**config.mk**
```make
export PLATFORM = sky130hd
export DESIGN_NAME = mac_dot_product_flat
export DESIGN_NICKNAME = d
export VERILOG_FILES = /design/src/rtl/mac_dot_product_pkg.sv /design/src/rtl/mac_dot_product_if.sv /design/src/rtl/mac_dot_product_round_saturate.sv /design/src/rtl/mac_dot_product.sv /design/src/flat_wrapper.sv
export SDC_FILE = /design/constraint.sdc
export NUM_CORES = 2
export LEC_CHECK = 0
export BUFFER_PORTS_ARGS = -buffer_cell sky130_fd_sc_hd__buf_2
export CORE_MARGIN = 3
export CORE_UTILIZATION = 55
export CTS_CLUSTER_DIAMETER = 60
export DETAILED_ROUTE_END_ITERATION = 16
export PLACE_DENSITY = 0.71
export SYNTH_ARGS = -nofsm -noshare
export SYNTH_HDL_FRONTEND = slang
export SYNTH_SLANG_ARGS = --single-unit
```
**constraint.sdc**
```tcl
create_clock -name clk -period 9.4 [get_ports clk]
set_input_delay 0 -clock clk [delete_from_list [all_inputs] [get_ports clk]]
set_output_delay 0 -clock clk [all_outputs]
set_load 0.02 [all_outputs]
```
**src/rtl/mac_dot_product_pkg.sv**
```systemverilog
// Shared constants and parameter sanity checks for the dot-product MAC.
package mac_dot_product_pkg;

  localparam int MAC_LATENCY = 4;

  // Parameter legality for the DSP48E1 mapping and the narrowing stage.
  function automatic bit widths_ok(input int a_w, input int b_w, input int acc_w,
                                   input int out_w, input int out_sh);
    return (a_w >= 2) && (a_w <= 25) && (b_w >= 2) && (b_w <= 18) &&
           (acc_w >= a_w + b_w) && (out_sh >= 0) && (out_w >= 2) &&
           (out_w <= acc_w - out_sh);
  endfunction

endpackage

```
**src/rtl/mac_dot_product_if.sv**
```systemverilog
// Sample-stream and result bus of the dot-product MAC.
interface mac_dot_product_if #(
  parameter int A_DATA_WIDTH = 25,
  parameter int B_DATA_WIDTH = 18,
  parameter int ACC_WIDTH    = 48,
  parameter int OUT_WIDTH    = 24,
  parameter int LEN_WIDTH    = 10
);
  logic [LEN_WIDTH-1:0]           len;
  logic                           clear;
  logic                           in_valid;
  logic signed [A_DATA_WIDTH-1:0] a;
  logic signed [B_DATA_WIDTH-1:0] b;
  logic                           out_valid;
  logic signed [OUT_WIDTH-1:0]    out_data;
  logic signed [ACC_WIDTH-1:0]    out_acc;
  logic                           out_sat;
  logic                           busy;

  modport master (
    output len, clear, in_valid, a, b,
    input  out_valid, out_data, out_acc, out_sat, busy
  );

  modport slave (
    input  len, clear, in_valid, a, b,
    output out_valid, out_data, out_acc, out_sat, busy
  );
endinterface

```
**src/rtl/mac_dot_product_round_saturate.sv**
```systemverilog
// Combinational round-half-up shift and signed clamp of the accumulator.
module round_saturate #(
  parameter int ACC_WIDTH = 48,
  parameter int OUT_WIDTH = 24,
  parameter int OUT_SHIFT = 0
) (
  input  logic signed [ACC_WIDTH-1:0] acc,
  output logic                        sat,
  output logic signed [OUT_WIDTH-1:0] data
);
  localparam int W = ACC_WIDTH + 1;
  localparam logic signed [W-1:0] ONE   = W'(1);
  localparam logic signed [W-1:0] RND   = (OUT_SHIFT > 0) ?
                                          (ONE <<< ((OUT_SHIFT > 0) ? OUT_SHIFT - 1 : 0)) : W'(0);
  localparam logic signed [W-1:0] MAX_V = (ONE <<< (OUT_WIDTH - 1)) - ONE;
  localparam logic signed [W-1:0] MIN_V = ~MAX_V;

  logic signed [W-1:0] sum_s;
  logic signed [W-1:0] r_s;

  // One extra bit keeps the rounding increment from overflowing.
  always_comb begin
    sum_s = W'(acc) + RND;
    r_s   = sum_s >>> OUT_SHIFT;
    if (r_s > MAX_V) begin
      sat  = 1'b1;
      data = MAX_V[OUT_WIDTH-1:0];
    end else if (r_s < MIN_V) begin
      sat  = 1'b1;
      data = MIN_V[OUT_WIDTH-1:0];
    end else begin
      sat  = 1'b0;
      data = r_s[OUT_WIDTH-1:0];
    end
  end
endmodule

```
**src/rtl/mac_dot_product.sv**
```systemverilog
// Four-stage signed MAC producing runtime-length dot products with
// automatic accumulator reload and rounded/saturated output.
module mac_dot_product
  import mac_dot_product_pkg::*;
#(
  parameter int A_DATA_WIDTH = 25,
  parameter int B_DATA_WIDTH = 18,
  parameter int ACC_WIDTH    = 48,
  parameter int OUT_WIDTH    = 24,
  parameter int OUT_SHIFT    = 0,
  parameter int LEN_WIDTH    = 10
) (
  input logic             clk,
  input logic             rst_n,
  mac_dot_product_if.slave bus
);
  localparam int PW = A_DATA_WIDTH + B_DATA_WIDTH;

  if (!widths_ok(A_DATA_WIDTH, B_DATA_WIDTH, ACC_WIDTH, OUT_WIDTH, OUT_SHIFT)) begin : g_bad_params
    $error("mac_dot_product: illegal width parameters");
  end

  logic [LEN_WIDTH-1:0] cnt_q, cnt_d, len_q, len_d, eff_len_s;
  logic                 first_s, last_s, take_s;
  logic                 s1_valid_q, s1_valid_d, s1_first_q, s1_first_d, s1_last_q, s1_last_d;
  logic signed [A_DATA_WIDTH-1:0] a_q, a_d;
  logic signed [B_DATA_WIDTH-1:0] b_q, b_d;
  logic signed [PW-1:0]           mul_s;
  logic                 s2_valid_q, s2_valid_d, s2_first_q, s2_first_d, s2_last_q, s2_last_d;
  logic signed [ACC_WIDTH-1:0]    prod_q, prod_d, acc_q, acc_d;
  logic                 s3_valid_q, s3_valid_d, s3_last_q, s3_last_d;
  logic                 out_valid_q, out_valid_d, out_sat_q, out_sat_d, busy_q, busy_d;
  logic signed [OUT_WIDTH-1:0]    out_data_q, out_data_d, rs_data_s;
  logic signed [ACC_WIDTH-1:0]    out_acc_q, out_acc_d;
  logic                           rs_sat_s;

  round_saturate #(
    .ACC_WIDTH (ACC_WIDTH),
    .OUT_WIDTH (OUT_WIDTH),
    .OUT_SHIFT (OUT_SHIFT)
  ) u_round_saturate (
    .acc  (acc_q),
    .sat  (rs_sat_s),
    .data (rs_data_s)
  );

  // Next-state logic for sequencing, pipeline stages and output register.
  always_comb begin
    first_s   = (cnt_q == '0);
    if (first_s) begin
      eff_len_s = (bus.len == '0) ? LEN_WIDTH'(1) : bus.len;
    end else begin
      eff_len_s = len_q;
    end
    last_s = (cnt_q == eff_len_s - LEN_WIDTH'(1));
    take_s = bus.in_valid & ~bus.clear;

    cnt_d = cnt_q;
    len_d = len_q;
    if (bus.clear) begin
      cnt_d = '0;
    end else if (take_s) begin
      cnt_d = last_s ? '0 : cnt_q + LEN_WIDTH'(1);
      len_d = first_s ? eff_len_s : len_q;
    end else begin
      cnt_d = cnt_q;
    end

    s1_valid_d = take_s;
    if (take_s) begin
      a_d        = bus.a;
      b_d        = bus.b;
      s1_first_d = first_s;
      s1_last_d  = last_s;
    end else begin
      a_d        = a_q;
      b_d        = b_q;
      s1_first_d = s1_first_q;
      s1_last_d  = s1_last_q;
    end

    mul_s      = PW'(a_q) * PW'(b_q);
    s2_valid_d = s1_valid_q & ~bus.clear;
    if (s1_valid_q) begin
      prod_d     = ACC_WIDTH'(mul_s);
      s2_first_d = s1_first_q;
      s2_last_d  = s1_last_q;
    end else begin
      prod_d     = prod_q;
      s2_first_d = s2_first_q;
      s2_last_d  = s2_last_q;
    end

    // A first sample reloads rather than adds, so sequences never leak.
    s3_valid_d = s2_valid_q & ~bus.clear;
    if (s3_valid_d) begin
      acc_d     = s2_first_q ? prod_q : acc_q + prod_q;
      s3_last_d = s2_last_q;
    end else begin
      acc_d     = acc_q;
      s3_last_d = s3_last_q;
    end

    out_valid_d = s3_valid_q & s3_last_q & ~bus.clear;
    if (out_valid_d) begin
      out_data_d = rs_data_s;
      out_acc_d  = acc_q;
      out_sat_d  = rs_sat_s;
    end else begin
      out_data_d = out_data_q;
      out_acc_d  = out_acc_q;
      out_sat_d  = out_sat_q;
    end

    busy_d = (cnt_d != '0) | s1_valid_d | s2_valid_d | s3_valid_d | out_valid_d;
  end

  // State registers with asynchronous reset.
  always_ff @(posedge clk or negedge rst_n) begin
    if (!rst_n) begin
      cnt_q       <= '0;
      len_q       <= '0;
      s1_valid_q  <= 1'b0;
      s1_first_q  <= 1'b0;
      s1_last_q   <= 1'b0;
      a_q         <= '0;
      b_q         <= '0;
      s2_valid_q  <= 1'b0;
      s2_first_q  <= 1'b0;
      s2_last_q   <= 1'b0;
      prod_q      <= '0;
      s3_valid_q  <= 1'b0;
      s3_last_q   <= 1'b0;
      acc_q       <= '0;
      out_valid_q <= 1'b0;
      out_data_q  <= '0;
      out_acc_q   <= '0;
      out_sat_q   <= 1'b0;
      busy_q      <= 1'b0;
    end else begin
      cnt_q       <= cnt_d;
      len_q       <= len_d;
      s1_valid_q  <= s1_valid_d;
      s1_first_q  <= s1_first_d;
      s1_last_q   <= s1_last_d;
      a_q         <= a_d;
      b_q         <= b_d;
      s2_valid_q  <= s2_valid_d;
      s2_first_q  <= s2_first_d;
      s2_last_q   <= s2_last_d;
      prod_q      <= prod_d;
      s3_valid_q  <= s3_valid_d;
      s3_last_q   <= s3_last_d;
      acc_q       <= acc_d;
      out_valid_q <= out_valid_d;
      out_data_q  <= out_data_d;
      out_acc_q   <= out_acc_d;
      out_sat_q   <= out_sat_d;
      busy_q      <= busy_d;
    end
  end

  assign bus.out_valid = out_valid_q;
  assign bus.out_data  = out_data_q;
  assign bus.out_acc   = out_acc_q;
  assign bus.out_sat   = out_sat_q;
  assign bus.busy      = busy_q;
endmodule
```
**src/flat_wrapper.sv**
```systemverilog
// flat-port wrapper written by rule: the top's interface ports become plain ports
module mac_dot_product_flat import mac_dot_product_pkg::*;
#(
  parameter int A_DATA_WIDTH = 25,
  parameter int B_DATA_WIDTH = 18,
  parameter int ACC_WIDTH    = 48,
  parameter int OUT_WIDTH    = 24,
  parameter int OUT_SHIFT    = 0,
  parameter int LEN_WIDTH    = 10
)
  (clk, rst_n, bus_len, bus_clear, bus_in_valid, bus_a, bus_b, bus_out_valid, bus_out_data, bus_out_acc, bus_out_sat, bus_busy);
  mac_dot_product_if #(.A_DATA_WIDTH(A_DATA_WIDTH), .B_DATA_WIDTH(B_DATA_WIDTH), .ACC_WIDTH(ACC_WIDTH), .OUT_WIDTH(OUT_WIDTH), .LEN_WIDTH(LEN_WIDTH)) bus_i ();
  input logic clk;
  input logic rst_n;
  input wire logic [$bits(bus_i.len)-1:0] bus_len;
  input wire logic [$bits(bus_i.clear)-1:0] bus_clear;
  input wire logic [$bits(bus_i.in_valid)-1:0] bus_in_valid;
  input wire logic [$bits(bus_i.a)-1:0] bus_a;
  input wire logic [$bits(bus_i.b)-1:0] bus_b;
  output wire logic [$bits(bus_i.out_valid)-1:0] bus_out_valid;
  output wire logic [$bits(bus_i.out_data)-1:0] bus_out_data;
  output wire logic [$bits(bus_i.out_acc)-1:0] bus_out_acc;
  output wire logic [$bits(bus_i.out_sat)-1:0] bus_out_sat;
  output wire logic [$bits(bus_i.busy)-1:0] bus_busy;
  assign bus_i.len = bus_len;
  assign bus_i.clear = bus_clear;
  assign bus_i.in_valid = bus_in_valid;
  assign bus_i.a = bus_a;
  assign bus_i.b = bus_b;
  assign bus_out_valid = bus_i.out_valid;
  assign bus_out_data = bus_i.out_data;
  assign bus_out_acc = bus_i.out_acc;
  assign bus_out_sat = bus_i.out_sat;
  assign bus_busy = bus_i.busy;
  mac_dot_product #(.A_DATA_WIDTH(A_DATA_WIDTH), .B_DATA_WIDTH(B_DATA_WIDTH), .ACC_WIDTH(ACC_WIDTH), .OUT_WIDTH(OUT_WIDTH), .OUT_SHIFT(OUT_SHIFT), .LEN_WIDTH(LEN_WIDTH)) u_core (.clk(clk), .rst_n(rst_n), .bus(bus_i));
endmodule
```
==> flow_metrics.env <==
export IMPL_status="finished clean"
export IMPL_clk_pin_slew_ns=0.06
export IMPL_drtIter0Drc=1560
export IMPL_startpoint_type="register"
export IMPL_ios=132
export IMPL_setup_viol_count_final=0
export IMPL_ys_warn_count=0
export IMPL_worstSetupPathType="reg2reg"
export IMPL_fmax_ghz=0.138
export IMPL_totalNegativeSetupSlack_ns=0
export IMPL_grt_start_max_net_pins=121
export IMPL_cap_viol_max_count=0
export IMPL_worst_slack_ns=2.14
export IMPL_viasPerCell=5.40
export IMPL_portBuffers=131
export IMPL_worstPathRequired_ns=9.89
export IMPL_synth_avg_cell_area_um2=8.84
export IMPL_start_util_pct=56.2
export IMPL_slew_headroom_pct=22.5
export IMPL_finalCriticalPeriod_ns=7.26
export IMPL_cts_sinks=237
export IMPL_cts_tree="built"
export IMPL_worst_pin_slew_ns=1.16
export IMPL_grt_pass1_vias=23000
export IMPL_cp_end_kind="register"
export IMPL_hpwl_um=53700
export IMPL_r2r_cells=21
export IMPL_timing_final_max_slew_violations=0
export IMPL_die_y_um=234
export IMPL_worst_path_max_delay_cell="dfrtp_1"
export IMPL_overflow=0
export IMPL_ys_ff_latch=237
export IMPL_fin_crit_sh_pct=77.2
export IMPL_crit_chain="nand2_1, fa_1, fa_1, fa_1, inv_1, fa_1, fa_1, inv_1, fa_1, inv_1, ha_1, a2111oi_0, o21ai_0, o21ai_0, nand3_1, a21oi_1, a21oi_1, a311o_1, a31oi_1, nand4b_1, o311ai_1"
export IMPL_ant_nets=0
export IMPL_finalClockSkew_ns=0.0269
export IMPL_synth_commonest_cells="650 x nand2_1, 562 x inv_1, 442 x fa_1, 237 x dfrtp_1, 175 x and2_1"
export IMPL_synthFlopType="dfrtp_1"
export IMPL_syn2layout_area_growth_pct=9.67
export IMPL_root_buffer="clkbuf_16"
export IMPL_hold_viol_final=0
export IMPL_rsz0062_at_grt="false"
export IMPL_seq_area_frac_synth_pct=20.8
export IMPL_htreeDepth=1
export IMPL_yosysUniqueCellTypes=72
export IMPL_wl_um=68300
export IMPL_num_vias=21600
export IMPL_cp_max_fo=26
export IMPL_first_pass_iters=7
export IMPL_synth_edf_count=0
export IMPL_row_count=82
export IMPL_hp_class="in2async"
export IMPL_yosysTopAreaCell="fa_1"
export IMPL_crit_top_cell="fa_1"
export IMPL_synth_cells=3222
export IMPL_cts_buffers=30
export IMPL_synth_most_common_cell="nand2_1"
export IMPL_async_reset_ff_share_pct=100
export IMPL_final_layout_size_suffix_gt1_share_pct=8.07
export IMPL_wl_per_cell_um=17.1
export IMPL_clkLatencyLatePin_ns=0.60
export IMPL_synthesis_area_um2=28500
export IMPL_final_nets=3953
export IMPL_antenna_found_initial=1
export IMPL_grt_use_total_pct=26.1
export IMPL_max_stage_delay_ns=0.96
export IMPL_drc=0
export IMPL_gp_routability_congestion=0.923
export IMPL_core_area_um2=50700
export IMPL_synth_nets=3878
export IMPL_pre_cts_ws_ns=2.24
export IMPL_die_w_um=234
export IMPL_final_core_util_pct=61.6
export IMPL_dieArea_um2=54600
export IMPL_synth_area_leaders="fa_1 31%, dfrtp_1 21%, nand2_1 8.6%, inv_1 7.4%, ha_1 6.9%"
export IMPL_yosysTopAreaCellShare_pct=31.1
export IMPL_grt_pass1_wl_um=115000
export IMPL_cp_arrival_ns=7.75
export IMPL_cts_buffer_depth=3
what timing repair did:
item | CTS | global route
hold buffers | 56 | 0
setup buffers | 0 | 0
resized for setup | 0 | 0
hold endpoints to repair | 176 | 0
layout by cell type (no fill, tap or decap), drive strengths merged, types with 4 or more instances in the layout:
cell,netlist,final
nand2,650,650
inv,562,565
fa,442,442
dfrtp,237,237
and2,175,175
ha,157,157
buf,6,147
nor2,124,124
o21ai,121,121
a21oi,107,107
xnor2,72,72
dlygate4sd3,0,56
mux2,44,44
a21o,42,42
clkbuf,154,38
xor2,34,34
nor3,31,31
nand3,23,23
mux2i,22,22
o21a,22,22
nand4,21,21
nand2b,18,18
a211oi,14,14
a31oi,13,13
and3,11,11
o211ai,10,10
nor2b,10,10
o31ai,10,10
o21bai,10,10
nor4,9,9
a221o,8,8
clkinv,0,8
or3,6,6
a41oi,6,6
bufinv,0,5
a31o,5,5
or2,5,5
a21boi,4,4
through the flow:
stage / area, µm² / hold WS (ns) / instances
after floorplan: 28500 / -0.296 / 3222
after global placement: 29500 / 0.134 / 3881
after detailed placement: 29500 / 0.137 / 3881
after CTS: 31200 / 0.0853 / 3993
after global routing: 31200 / 0.150 / 3994
final: 31200 / 0.0571 / 3994
cells by family (layout without fill, tap and decap cells):
| kind of cell | after synthesis | in the layout | synth area share (%) |
|---|---|---|---|
| AO/OA/AOI/OAI | 397 | 397 | 8.81 |
| XOR/XNOR | 106 | 106 | 3.26 |
| adder cells (fa/ha/maj) | 599 | 599 | 38.0 |
| buffers and inverters | 722 | 821 | 9.53 |
| flip-flops | 237 | 237 | 20.8 |
| multiplexers | 66 | 66 | 2.51 |
| other | 0 | 1 | 0 |
| AND/OR/NAND/NOR | 1095 | 1095 | 17.1 |
worst max-delay path, delay by kind of cell, from the launching register on:
family,cells,cell delay (ns)
and+or+nand+nor,3,0.56
AOI/OAI and AO/OA,8,2.07
buffers and inverters,3,0.15
DFF,1,0.96
adders and majority gates,7,3.42
area by class of cell:
| cell class | instances | area [µm²] |
|---|---|---|
| Antenna cell | 1 | 2.50 |
| Clock buffer | 38 | 841 |
| Clock inverter | 18 | 313 |
| Fill cell | 4332 | 19400 |
| Inverter | 562 | 2110 |
| Multi-Input combinational cell | 2263 | 19900 |
| Sequential cell | 237 | 5930 |
| Tap cell | 672 | 841 |
| Timing Repair Buffer | 203 | 1350 |
path summary, 6_finish.rpt:
kind / endpoint / slack [ns] / from
worst max-delay path: u_core.prod_q[41] / 2.14 / u_core.b_q[3]
worst min-delay path: u_core.bus.out_acc[8] / 0.06 / rst_n
worst max register to register: u_core.prod_q[41] / 2.14 / u_core.b_q[3]
worst min register to register: u_core.bus.out_acc[40] / 0.47 / u_core.bus.out_acc[40]
max in group asynchronous: u_core.a_q[24] / 7.21 / rst_n
min in group clk: u_core.a_q[16] / 0.14 / bus_a[16]
registers in the layout (all words and copies together), names as in the netlist, 10 cells and up:
name and count:
u_core.acc_q 48, u_core.bus.out_acc 48, u_core.prod_q 43, u_core.a_q 25, u_core.bus.out_data 24, u_core.b_q 18, u_core.cnt_q 10, u_core.len_q 10
routing by layer:
layer | track usage (%) | up-vias | routed length [µm] | share of wire [%]
met5 | 0 | - | 0 | 0
met4 | 5.59 | 0 | 1360 | 2.0
met3 | 3.90 | 78 | 4500 | 6.6
met2 | 41.9 | 695 | 30800 | 45
met1 | 37.7 | 10700 | 31600 | 46
li1 | - | 10100 | - | -
Power is left out: the tool's default activity adds up to more than one toggle a clock period on the data nets, which glitch-free logic cannot reach.
